### src/rtl/arp_rewrite_pipe.sv
// arp_rewrite_pipe: next-hop ARP lookup with MAC/TTL/checksum rewrite, or CPU steering on a miss.
// Define ARP_TTL_EXCEPT_EN to divert TTL<=1 hits to the CPU and count them on ttl_except_count.
module arp_rewrite_pipe #(
  parameter int C_S_AXI_DATA_WIDTH = 32,
  parameter int C_M_AXIS_DATA_WIDTH = 256,
  parameter int C_S_AXIS_DATA_WIDTH = C_M_AXIS_DATA_WIDTH,
  parameter int C_M_AXIS_TUSER_WIDTH = 128,
  parameter int C_S_AXIS_TUSER_WIDTH = C_M_AXIS_TUSER_WIDTH,
  parameter int SRC_PORT_POS = 16,
  parameter int DST_PORT_POS = 24,
  parameter int TABLE_DEPTH = 32,
  parameter int ENTRIES_PER_CYCLE = 4,
  parameter int NUM_PORTS = 4,
  parameter int META_DEPTH_BITS = 2
) (
  input  logic AXI_ACLK,
  input  logic AXI_RESETN,
  input  logic [C_S_AXIS_DATA_WIDTH-1:0] S_AXIS_TDATA,
  input  logic [C_S_AXIS_DATA_WIDTH/8-1:0] S_AXIS_TSTRB,
  input  logic [C_S_AXIS_TUSER_WIDTH-1:0] S_AXIS_TUSER,
  input  logic S_AXIS_TVALID,
  output logic S_AXIS_TREADY,
  input  logic S_AXIS_TLAST,
  output logic [C_M_AXIS_DATA_WIDTH-1:0] M_AXIS_TDATA,
  output logic [C_M_AXIS_DATA_WIDTH/8-1:0] M_AXIS_TSTRB,
  output logic [C_M_AXIS_TUSER_WIDTH-1:0] M_AXIS_TUSER,
  output logic M_AXIS_TVALID,
  input  logic M_AXIS_TREADY,
  output logic M_AXIS_TLAST,
  input  logic [31:0] lkp_nh,
  input  logic [7:0] lkp_oq,
  input  logic lkp_bypass,
  input  logic [48*NUM_PORTS-1:0] port_mac,
  input  logic tbl_wr_req,
  input  logic tbl_rd_req,
  input  logic [$clog2(TABLE_DEPTH)-1:0] tbl_wr_addr,
  input  logic [$clog2(TABLE_DEPTH)-1:0] tbl_rd_addr,
  input  logic [95:0] tbl_wr_data,
  output logic [95:0] tbl_rd_data,
  output logic tbl_wr_ack,
  output logic tbl_rd_ack,
  input  logic cnt_clear,
  output logic [C_S_AXI_DATA_WIDTH-1:0] arp_hit_count,
  output logic [C_S_AXI_DATA_WIDTH-1:0] arp_miss_count
`ifdef ARP_TTL_EXCEPT_EN
  , output logic [C_S_AXI_DATA_WIDTH-1:0] ttl_except_count
`endif
);
  localparam int AW = $clog2(TABLE_DEPTH);
  localparam int NG = TABLE_DEPTH / ENTRIES_PER_CYCLE;
  localparam int GW = $clog2(NG) + 1;
  localparam int DW = C_S_AXIS_DATA_WIDTH;
  localparam int UW = C_S_AXIS_TUSER_WIDTH;
  localparam int FW = DW + DW/8 + UW + 1;
  localparam int MD = 1 << META_DEPTH_BITS;
  localparam int CW = C_S_AXI_DATA_WIDTH;
  typedef enum logic [1:0] {IDLE, SEARCH, HEAD, BODY} state_t;
  state_t state_q;
  logic [TABLE_DEPTH-1:0] tv_q;
  logic [47:0] tmac_q [TABLE_DEPTH];
  logic [31:0] tip_q [TABLE_DEPTH];
  logic [FW-1:0] dfifo_q [4];
  logic [1:0] drd_q, dwr_q;
  logic [2:0] dcnt_q;
  logic [40:0] mfifo_q [MD];
  logic [META_DEPTH_BITS-1:0] mrd_q, mwr_q;
  logic [META_DEPTH_BITS:0] mcnt_q;
  logic sop_q, found_q;
  logic [47:0] fmac_q;
  logic [GW-1:0] grp_q;
  logic [CW-1:0] hit_cnt_q, miss_cnt_q;
  logic d_push, d_pop, m_push, out_hs, head_hs;
  logic [DW-1:0] h_data;
  logic [DW/8-1:0] h_strb;
  logic [UW-1:0] h_user;
  logic h_last, m_byp;
  logic [7:0] m_oq, miss_dst;
  logic [31:0] m_nh;
  logic [AW-1:0] idx;
  logic g_hit, oq_ok, ttl_ok, do_hit, hit_inc, miss_inc;
  logic [47:0] g_mac, src_mac;
  logic [16:0] ck_sum;
  logic unused_wr;
  assign unused_wr = ^tbl_wr_data[94:80];
  assign {h_last, h_user, h_strb, h_data} = dfifo_q[drd_q];
  assign {m_byp, m_oq, m_nh} = mfifo_q[mrd_q];
  assign S_AXIS_TREADY = dcnt_q < 3'd3 && mcnt_q != (META_DEPTH_BITS+1)'(MD);
  assign d_push = S_AXIS_TVALID && S_AXIS_TREADY;
  assign m_push = d_push && sop_q;
  assign M_AXIS_TVALID = state_q == HEAD || (state_q == BODY && dcnt_q != 3'd0);
  assign out_hs = M_AXIS_TVALID && M_AXIS_TREADY;
  assign d_pop = out_hs;
  assign head_hs = out_hs && state_q == HEAD;
  assign oq_ok = m_oq < 8'(NUM_PORTS);
  assign ck_sum = {1'b0, h_data[63:48]} + 17'h00100;
`ifdef ARP_TTL_EXCEPT_EN
  assign ttl_ok = h_data[79:72] > 8'd1;
`else
  assign ttl_ok = 1'b1;
`endif
  assign do_hit = found_q && oq_ok && ttl_ok;
  assign hit_inc = head_hs && !m_byp && do_hit;
  assign miss_inc = head_hs && !m_byp && !(found_q && oq_ok);
  assign arp_hit_count = hit_cnt_q;
  assign arp_miss_count = miss_cnt_q;
  // descending scan so the lowest matching index in the group wins
  always_comb begin
    g_hit = 1'b0;
    g_mac = '0;
    idx = '0;
    for (int e = ENTRIES_PER_CYCLE-1; e >= 0; e--) begin
      idx = AW'(int'(grp_q) * ENTRIES_PER_CYCLE + e);
      if (tv_q[idx] && tip_q[idx] == m_nh) begin
        g_hit = 1'b1;
        g_mac = tmac_q[idx];
      end
    end
  end
  always_comb begin
    src_mac = '0;
    for (int k = 0; k < NUM_PORTS; k++) if (m_oq == 8'(k)) src_mac = port_mac[48*k +: 48];
    miss_dst = '0;
    for (int k = 0; k < 4; k++) if (h_user[SRC_PORT_POS + 2*k]) miss_dst = 8'(2) << (2*k);
    M_AXIS_TDATA = h_data;
    M_AXIS_TSTRB = h_strb;
    M_AXIS_TUSER = h_user;
    M_AXIS_TLAST = h_last;
    if (state_q == HEAD && !m_byp) begin
      if (do_hit) begin
        M_AXIS_TDATA[DW-1 -: 48] = fmac_q;
        M_AXIS_TDATA[DW-49 -: 48] = src_mac;
        M_AXIS_TDATA[79:72] = h_data[79:72] - 8'd1;
        M_AXIS_TDATA[63:48] = ck_sum[15:0] + {15'b0, ck_sum[16]};
        M_AXIS_TUSER[DST_PORT_POS +: 8] = 8'(1) << {m_oq[2:0], 1'b0};
      end else M_AXIS_TUSER[DST_PORT_POS +: 8] = miss_dst;
    end
  end
  always_ff @(posedge AXI_ACLK) begin
    if (!AXI_RESETN) begin
      state_q <= IDLE;
      grp_q <= '0;
      found_q <= 1'b0;
      fmac_q <= '0;
    end else case (state_q)
      IDLE: if (dcnt_q != 3'd0 && mcnt_q != '0) begin
        state_q <= m_byp ? HEAD : SEARCH;
        grp_q <= '0;
        found_q <= 1'b0;
      end
      SEARCH: begin
        if (g_hit && !found_q) begin
          found_q <= 1'b1;
          fmac_q <= g_mac;
        end
        grp_q <= grp_q + GW'(1);
        if (grp_q == GW'(NG-1)) state_q <= HEAD;
      end
      HEAD: if (out_hs) state_q <= h_last ? IDLE : BODY;
      default: if (out_hs && h_last) state_q <= IDLE;
    endcase
  end
  always_ff @(posedge AXI_ACLK) begin
    if (!AXI_RESETN) begin
      drd_q <= '0;
      dwr_q <= '0;
      dcnt_q <= '0;
      mrd_q <= '0;
      mwr_q <= '0;
      mcnt_q <= '0;
      sop_q <= 1'b1;
      tv_q <= '0;
      hit_cnt_q <= '0;
      miss_cnt_q <= '0;
      tbl_wr_ack <= 1'b0;
      tbl_rd_ack <= 1'b0;
      tbl_rd_data <= '0;
    end else begin
      drd_q <= drd_q + 2'(d_pop);
      dwr_q <= dwr_q + 2'(d_push);
      dcnt_q <= dcnt_q + 3'(d_push) - 3'(d_pop);
      mrd_q <= mrd_q + META_DEPTH_BITS'(head_hs);
      mwr_q <= mwr_q + META_DEPTH_BITS'(m_push);
      mcnt_q <= mcnt_q + (META_DEPTH_BITS+1)'(m_push) - (META_DEPTH_BITS+1)'(head_hs);
      sop_q <= d_push ? S_AXIS_TLAST : sop_q;
      if (tbl_wr_req) tv_q[tbl_wr_addr] <= tbl_wr_data[95];
      tbl_wr_ack <= tbl_wr_req;
      tbl_rd_ack <= tbl_rd_req;
      if (tbl_rd_req) tbl_rd_data <= {tv_q[tbl_rd_addr], 15'b0, tmac_q[tbl_rd_addr], tip_q[tbl_rd_addr]};
      hit_cnt_q <= cnt_clear ? '0 : hit_cnt_q + CW'(hit_inc && ~&hit_cnt_q);
      miss_cnt_q <= cnt_clear ? '0 : miss_cnt_q + CW'(miss_inc && ~&miss_cnt_q);
    end
  end
  always_ff @(posedge AXI_ACLK) begin
    if (d_push) dfifo_q[dwr_q] <= {S_AXIS_TLAST, S_AXIS_TUSER, S_AXIS_TSTRB, S_AXIS_TDATA};
    if (m_push) mfifo_q[mwr_q] <= {lkp_bypass, lkp_oq, lkp_nh};
    if (tbl_wr_req) begin
      tmac_q[tbl_wr_addr] <= tbl_wr_data[79:32];
      tip_q[tbl_wr_addr] <= tbl_wr_data[31:0];
    end
  end
`ifdef ARP_TTL_EXCEPT_EN
  logic [CW-1:0] ttl_cnt_q;
  assign ttl_except_count = ttl_cnt_q;
  always_ff @(posedge AXI_ACLK) begin
    if (!AXI_RESETN) ttl_cnt_q <= '0;
    else ttl_cnt_q <= cnt_clear ? '0 : ttl_cnt_q + CW'(head_hs && !m_byp && found_q && oq_ok && !ttl_ok && ~&ttl_cnt_q);
  end
`endif
endmodule

### config.mk
export PLATFORM = sky130hd
export DESIGN_NAME = arp_rewrite_pipe
export DESIGN_NICKNAME = d
export VERILOG_FILES = /design/src/rtl/arp_rewrite_pipe.sv
export SDC_FILE = /design/constraint.sdc
export NUM_CORES = 2
export LEC_CHECK = 0
export ABC_AREA = 0
export BUFFER_PORTS_ARGS = -buffer_cell sky130_fd_sc_hd__buf_2
export CORE_MARGIN = 2
export CORE_UTILIZATION = 25
export DETAILED_ROUTE_END_ITERATION = 10
export SETUP_SLACK_MARGIN = 0.3
export SKIP_CTS_REPAIR_TIMING = 1
export SLEW_MARGIN = 20
export SYNTH_ARGS = -nofsm -noshare
export SYNTH_HDL_FRONTEND = slang
export SYNTH_MEMORY_MAX_BITS = 65536
export SYNTH_SLANG_ARGS = --single-unit
### constraint.sdc
create_clock -name AXI_ACLK -period 59.1 [get_ports AXI_ACLK]
set_input_delay 14.775 -clock AXI_ACLK [delete_from_list [all_inputs] [get_ports AXI_ACLK]]
set_output_delay 14.775 -clock AXI_ACLK [all_outputs]
set_load 0.05 [all_outputs]
==> reports/qor.csv <==
metric,value,unit
RR Endpoint,fmac_q[10]$_SDFFE_PN0P_,
"slowest stage delay, CP",0.99,ns
register area share after synthesis,68.8,%
CTS tree,built,
critical path class,in -> out,
Hold Fails Final Rpt,0,
drt first pass iters,6,
worst hold stages,1,
Total Routing Usage GR,19.4,%
clock share of power,36.2,%
GRT met3 Usage,5.77,%
Int Pwr,6.27,mW
Layout Nets,11900,
Worst setup SP type,input pin,
sw frac,31.4,%
Critical Path Sink Type,output port,
Detailed Route Iter0 Violations,19400,
"commonest cells after routing, fill and taps aside","4,392 x edfxtp_1, 1,862 x mux4_2, 1,306 x buf_2",
Final min period,32.27,ns
Initial Utilization,25.1,%
Synth cell types,66,
CTS Buffer Depth,4,
ANT nets after route,0,
power per cell area,38.5,mW/mm²
"Slew Viols, Final",0,
PortBufs,1313,
setup TNS after final layout,0,ns
hold crit path type,reg -> reg,
CP required,44.33,ns
peak supply drop,0.0295,mV
total global routing overflow,0,
via count,116000,
Final Util,29.9,%
Residual DRC,0,
Seq cells post-synth,4644,
asr flop ratio synth,0,%
GP Congestion,0.862,
clock root buffer,clkbuf_16,
clk_skew,0.108,ns
initial antenna violation count,342,
Leak,74.1,nW
share of layout cells above drive strength 1,39.0,%
global route hottest layer,met2,
RR Startpoint,grp_q[2]$_SDFFE_PN0P_,
crit path DAT,17.50,ns
RSZ-0062 raised after global routing,no,
P_sw,2.87,mW
number of global-route vias before repair,113000,
Total Wirelength,813,mm
"most common cell after layout, fill and taps aside",edfxtp_1,
# rows,327,
period utilization,54.6,%
Post-synth top flop,edfxtp_1,
HPWL after DPL,541,mm
Logic pwr share,21.5,%
IO Pins,1344,
Crit path max-delay family,compound AO/OA/AOI/OAI gates,
hold path start,tbl_rd_data[39]$_SDFFE_PN0P_,
worst-path cell chain,buf_2 > mux2i_4 > buf_4 > o21ai_0 > a22oi_1 > o21ai_0 > buf_2,
Max Cap Viol,0,
CTS Sinks,4644,
fmax,31.0,MHz
CP Buf/Inv Count,3,
Die Wd,896,µm
pin count of the biggest net entering global routing,121,
die area,0.803,mm²
"Clk pin slew, worst setup/hold paths",0.06,ns
# fillers,76800,
CTS buffer count,524,
vias per cell,5.22,
Final Instance Area,0.237,mm²
Synth Area per Inst,20.7,µm²
H-tree depth,6,
WHS Endpoint,tbl_rd_data[39]$_SDFFE_PN0P_,
Synth Cell Area,0.199,mm²
Post-Syn Instances,9636,
outcome,"finished, final reports clean",
count of flip-flops with a built-in enable after synthesis,4392,
Least-Margin Pin Slew,1.26,ns
Area Growth Syn to Fin,19.2,%
wire per inst,36.6,µm
worst reg-to-reg path cell count,13,
Storage cell area,0.137,mm²
Placed Area,0.220,mm²
Critical-path top delay cell,o21ai_0,
synth warn,0,
core area,0.793,mm²
Reg2Reg Setup Slack,50.75,ns
CP max FO,1,
met1 Resource Use GR,27.4,%
Die Y-Extent,896,µm
area of the multi-input gates,0.0598,mm²
Final setup violation count,0,
GR Layer Usage met2,27.6,%
global-route wire length before repair,1060,mm
"Clk Latency, worst-skew pair",1.13,ns
Reg power frac,42.3,%
Slew HR,15.7,%
-- power groups by stage --
stage | Clock [mW] | Combinational, mW | Sequential [mW]
final | 3.31 | 1.97 | 3.87
after global routing | 3.48 | 2.04 | 3.89
after CTS | 3.36 | 1.99 | 3.87
after detailed placement | 0 | 1.98 | 3.94
after global placement | 0 | 1.98 | 3.93
after floorplan | 0 | 1.12 | 4.09
-- per-stage QoR --
step                setup slack (ns)  hold slack, ns  power (mW)  std cells
floorplan                      12.43           0.440        5.22       9650
global placement               26.91           0.459        5.91      21100
detailed placement             26.91           0.462        5.92      21100
CTS                            26.90           0.476        9.22      22000
global route                   26.87           0.489        9.41      22100
finish                         26.83           0.471        9.15      22200
-- area by class of cell --
class	instances	share of cell area [%]
inverters	21	0.0332
clock inverters	277	1.39
well taps	10500	5.55
flip-flops and latches	4644	57.7
clock buffers	653	5.86
multi-input cells	4281	25.2
repair buffers	1635	4.02
diodes	206	0.217
-- worst max-delay path by stage --
stage                       start                       to  slack [ns]  depth (start not counted)
floorplan           S_AXIS_TVALID  dfifo_q[1][0]$_DFFE_PP_       12.43                          2
global placement     port_mac[26]        M_AXIS_TDATA[186]       26.91                          7
detailed placement   port_mac[74]        M_AXIS_TDATA[186]       26.91                          7
CTS                  port_mac[74]        M_AXIS_TDATA[186]       26.90                          7
global route         port_mac[26]        M_AXIS_TDATA[186]       26.87                          7
finish               port_mac[74]        M_AXIS_TDATA[186]       26.83                          7
-- cells in the mapped netlist, drive strengths merged, types with 21 or more instances --
library cell | number | share of area (%)
edfxtp | 4392 | 66
mux4 | 1864 | 21
nand2 | 515 | 0.97
clkbuf | 388 | 0.73
mux2i | 346 | 1.7
buf | 316 | 0.83
dfxtp | 252 | 2.5
o21ai | 143 | 0.36
nor2 | 137 | 0.26
xor2 | 133 | 0.59
mux2 | 128 | 0.72
nand3 | 87 | 0.22
o211a | 82 | 0.41
nand4 | 79 | 0.26
nor4 | 67 | 0.23
a22oi | 66 | 0.25
nor2b | 64 | 0.20
xnor2 | 59 | 0.26
o2111ai | 54 | 0.25
a21o | 51 | 0.19
a211o | 48 | 0.21
o2111a | 48 | 0.27
o311ai | 48 | 0.21
a21boi | 32 | 0.12
and3 | 25 | 0.079
a21oi | 23 | 0.058
inv | 21 | 0.040
-- sequential cells by signal (all words and copies together), names as in the netlist, 4 cells and up, named ones only --
register and flops:
arp_hit_count 32, arp_miss_count 32, dfifo_q 1668, fmac_q 48, grp_q 4, mfifo_q 164, tbl_rd_data 81, tip_q 1024
tmac_q 1536, tv_q 32
-- per-layer routing --
layer	vias to the layer above	share of wire (%)	wire, µm
met3	1512	12	93600
met5	-	0.13	1050
met4	158	4.8	38800
met2	7796	42	345000
met1	62300	41	335000
li1	44300	-	-
-- kinds of logic after synthesis --
group	Yosys count	share of synthesized area, %
DFF	4644	68.8
muxes	2338	23.6
and+or+nand+nor	1063	2.51
buffers and inverters	725	1.60
AOI/OAI and AO/OA	652	2.57
xor gates and xnor gates	192	0.845
adders and majority gates	21	0.140
other	1	0.00188
Power figures use the tool's default switching activity.
